### src/rtl/uart_tx_shifter.sv
// uart_tx_shifter: serialises a UART frame LSB first, one bit per baud tick, with busy/done handshake
module uart_tx_shifter #(
    parameter int FRAME_W = 11,
    parameter int CNT_W   = 4
) (
    input  logic               clk,
    input  logic               rst,
    input  logic               baud_tick,
    input  logic               send,
    input  logic [FRAME_W-1:0] frame_in,
    input  logic [1:0]         parity_type,
    input  logic               data_length,
    input  logic               stop_bits,
    output logic               tx_out,
    output logic               busy,
    output logic               done
);
    localparam logic [1:0] IDLE = 2'd0, ARM = 2'd1, SHIFT = 2'd2;

    logic [1:0]         state;
    logic [FRAME_W-1:0] shreg;
    logic [CNT_W-1:0]   cnt, nbits, n_raw, n_cfg;

    // frame length from the live config: start + 7/8 data + optional parity + 1/2 stop, clamped to the register width
    always_comb begin
        n_raw = CNT_W'(9) + CNT_W'(data_length) + CNT_W'(parity_type[0] ^ parity_type[1]) + CNT_W'(stop_bits);
        n_cfg = (n_raw > CNT_W'(FRAME_W)) ? CNT_W'(FRAME_W) : n_raw;
    end

    // IDLE latches the frame, ARM aligns the start bit to a full baud period, SHIFT walks the bits out
    always_ff @(posedge clk) begin
        if (!rst) begin
            state  <= IDLE;
            tx_out <= 1'b1;
            busy   <= 1'b0;
            done   <= 1'b0;
            shreg  <= '1;
            cnt    <= '0;
            nbits  <= '0;
        end else begin
            done <= 1'b0;
            case (state)
                IDLE: begin
                    tx_out <= 1'b1;
                    if (send) begin
                        shreg <= frame_in;
                        nbits <= n_cfg;
                        busy  <= 1'b1;
                        state <= ARM;
                    end
                end
                ARM: if (baud_tick) begin
                    tx_out <= shreg[0];
                    shreg  <= {1'b1, shreg[FRAME_W-1:1]};
                    cnt    <= '0;
                    state  <= SHIFT;
                end
                SHIFT: if (baud_tick) begin
                    if (cnt == nbits - 1'b1) begin
                        tx_out <= 1'b1;
                        done   <= 1'b1;
                        busy   <= 1'b0;
                        state  <= IDLE;
                    end else begin
                        tx_out <= shreg[0];
                        shreg  <= {1'b1, shreg[FRAME_W-1:1]};
                        cnt    <= cnt + 1'b1;
                    end
                end
                default: state <= IDLE;
            endcase
        end
    end
endmodule

### config.mk
export PLATFORM = sky130hd
export DESIGN_NAME = uart_tx_shifter
export DESIGN_NICKNAME = d
export VERILOG_FILES = /design/src/rtl/uart_tx_shifter.sv
export SDC_FILE = /design/constraint.sdc
export NUM_CORES = 1
export LEC_CHECK = 0
export ABC_AREA = 1
export CAP_MARGIN = 20
export CORE_ASPECT_RATIO = 0.75
export CORE_MARGIN = 2
export CORE_UTILIZATION = 45
export DETAILED_ROUTE_END_ITERATION = 8
export GPL_ROUTABILITY_DRIVEN = 0
export GPL_TIMING_DRIVEN = 1
export PLACE_DENSITY = 0.8
export SLEW_MARGIN = 20
export SYNTH_ARGS = -nofsm -noshare
export SYNTH_HDL_FRONTEND = slang
export SYNTH_SLANG_ARGS = --single-unit
### constraint.sdc
create_clock -name clk -period 1.9 [get_ports clk]
set_input_delay 0.38 -clock clk [delete_from_list [all_inputs] [get_ports clk]]
set_output_delay 0.38 -clock clk [all_outputs]
set_load 0.01 [all_outputs]
==> results.json <==
{
  "status": "finished clean",
  "drv_slew": 0,
  "hpwl_mm": 1.97,
  "cts_htree_levels": 1,
  "boundaryPins": 22,
  "worstMarginPinSlew_ns": 0.398,
  "period_minus_slack_ns": 1.76,
  "drive_above_1_share_pct": 10.3,
  "ff2ff_path_depth": 10,
  "synth.yosys.seq_area_share_pct": 35.3,
  "critPathSlowestCell": "dfxtp_1",
  "grt_pass1_wl_mm": 4.52,
  "crit_type": "reg -> reg",
  "syn_inst": 200,
  "core_region_area_um2": 2910,
  "cts_setup_buffers": 0,
  "ir_worst_vdd_v": 0.000832,
  "vias": 1254,
  "start_kind": "register",
  "fin_worst_skew_ns": 0.00268,
  "clk_latency_ns": 0.27,
  "setup_tns_ns": 0,
  "cp.arrival_ns": 1.98,
  "p_per_area_nw_per_um2": 1500,
  "crit_start": "nbits[0]",
  "layout_commonest_cell": "nand2_1",
  "cp-end-kind": "register",
  "io_buffers": 21,
  "cp_top_family": "simple AND/OR/NAND/NOR gates",
  "grt_use_total_pct": 17.2,
  "drv_cap": 0,
  "rows": 17,
  "rsz0062_at_grt": "no",
  "cts.clk_slew.worst_paths_ns": 0.08,
  "final-seq-area_um2": 480,
  "ys_seq_elements": 24,
  "final_cell_mix": "75 x nand2_1, 24 x dfxtp_1, 21 x clkdlybuf4s50_1",
  "synth_area_per_cell_um2": 6.81,
  "via_per_inst": 4.80,
  "synth_cell_types": 27,
  "reg2reg_from": "nbits[0]",
  "crit_required_ns": 2.12,
  "syn_to_final_growth_pct": 23.5,
  "hold_viol": 0,
  "whs_path_depth": 2,
  "grt_antenna_before_repair": 0,
  "die_w_um": 67.5,
  "antenna_cells": 0,
  "first_global_vias": 1060,
  "maxSlewHeadroom_pct": 73.4,
  "synth.area.top_cells": "dfxtp_1 35%, nand2_1 21%, ha_1 7.3%",
  "drt-initial-drc-count": 30,
  "clk_path_buf_depth": 2,
  "overflow": 0,
  "hold_path.class": "reg -> reg",
  "netlist_area_um2": 1360,
  "ys_warn_count": 0,
  "cts_tree": "done",
  "die_h_um": 51.7,
  "routedWlPerCell_um": 10.3,
  "drt_pass1_iterations": 5,
  "multiInputGateArea_um2": 771,
  "root_buffer": "clkbuf_8",
  "fillers": 257,
  "die_area_um2": 3490,
  "leakagePower_nw": 0.777,
  "slowest_delay_ns": 0.38,
  "whs_ns": 0.472,
  "hp-start": "shreg[10]",
  "timing.fmax_ghz": 0.568,
  "syn-num-nets": 227,
  "crit_fanout": 12,
  "cts_num_sinks": 24,
  "post-route-period-util_pct": 92.7,
  "cts_buffers": 3,
  "grt_max_degree": 15,
  "setup_violations": 0,
  "initial_utilization_pct": 46.8,
  "wl_mm": 2.69,
  "crit_cells": 10,
  "synth_area_leader_cell": "dfxtp_1",
  "critPathBufInv": 2,
  "fin_nets": 251,
  "ant_nets": 0,
  "synth_top_area_share_pct": 35.3,
  "route.detailed.drc": 0,
  "cp_cell_sequence": "inv_2, ha_1, or2_2, nand3_1, nor2_2, nand3_4, nand2_8, inv_4, o21ai_0, nand2_1"
}
[stage by stage]
| stage | total power, W | utilization, % | setup slack [ns] | std cells | area (um2) |
|---|---|---|---|---|---|
| after floorplan | 0.00187 | - | 0.287 | 200 | 1360 |
| after global routing | 0.00278 | 57.8 | 0.00607 | 261 | 1680 |
| after detailed placement | 0.00212 | 55.2 | 0.0707 | 257 | 1610 |
| final | 0.00252 | 57.8 | 0.139 | 261 | 1680 |
| after CTS | 0.00248 | 57.1 | 0.0860 | 261 | 1660 |
| after global placement | 0.00211 | 55.2 | 0.0878 | 257 | 1610 |
[sequential cells by signal (all words and copies together) (netlist names)]
signal  count
state       2
tx_out      1
nbits       4
cnt         4
busy        1
done        1
shreg      11
[report_power, final]
part | switching (W) | internal, W | leakage, nW | total, W
clock | 0.000163 | 0.000185 | 0.0288 | 0.000348
sequential | 0.000120 | 0.000696 | 0.198 | 0.000817
combinational | 0.000824 | 0.000534 | 0.550 | 0.00136
[layout make-up]
| class | instances | share of cell area [%] |
|---|---|---|
| Tap cell | 38 | 2.83 |
| Inverter | 24 | 5.72 |
| Clock buffer | 4 | 3.27 |
| Timing Repair Buffer | 24 | 13.8 |
| Sequential cell | 24 | 28.6 |
| Multi-Input combinational cell | 147 | 45.8 |
[final timing paths]
check	endpoint	slack, ns
max	shreg[10]	0.14
min	shreg[10]	0.47
max reg2reg	shreg[10]	0.14
min reg2reg	shreg[10]	0.47
[synthesized netlist by cell type]
cell type	number
a211oi_1	1
o211ai_1	2
dfxtp_1	24
inv_1	17
nor2_1	9
ha_1	8
buf_1	1
xor2_1	2
nand3_1	16
o21ai_0	4
nand2_2	3
xnor2_1	3
clkbuf_1	1
nand3_2	1
nand3_4	1
clkinv_1	2
nand2_4	1
nand4_1	5
inv_2	5
a21oi_1	8
buf_6	2
a21oi_2	1
nor2_2	1
or2_2	1
nor3_1	5
buf_2	1
nand2_1	75
[logic make-up after synthesis]
group / count (synthesis) / synth area share [%]
compound gates: 16 / 6.70
xor+xnor: 5 / 3.21
fa+ha+maj: 8 / 7.35
buf+inv: 29 / 9.18
flops: 24 / 35.3
simple gates: 118 / 38.3
[layer usage]
layer | vias to the layer above | part of all wire, % | track usage, % | wire, um
met4 | 0 | 1.4 | 5.78 | 37
met5 | - | 0 | 0 | 0
met1 | 548 | 50 | 23.9 | 1360
li1 | 679 | - | - | -
met3 | 5 | 4.6 | 4.55 | 124
met2 | 22 | 44 | 25.7 | 1170
[worst reg2reg max path: stages (launching register included)]
cell,delay (ns)
dfxtp_1,0.38
inv_2,0.06
ha_1,0.30
or2_2,0.27
nand3_1,0.09
nor2_2,0.06
nand3_4,0.15
nand2_8,0.11
inv_4,0.13
o21ai_0,0.10
nand2_1,0.06
[repair_timing]
item | in CTS | in global routing
setup endpoints to repair | 0 | 10
gates resized for setup | 0 | 4
hold endpoints to repair | 0 | 0
hold buffers | 0 | 0
(Power assumes the default switching activity.)
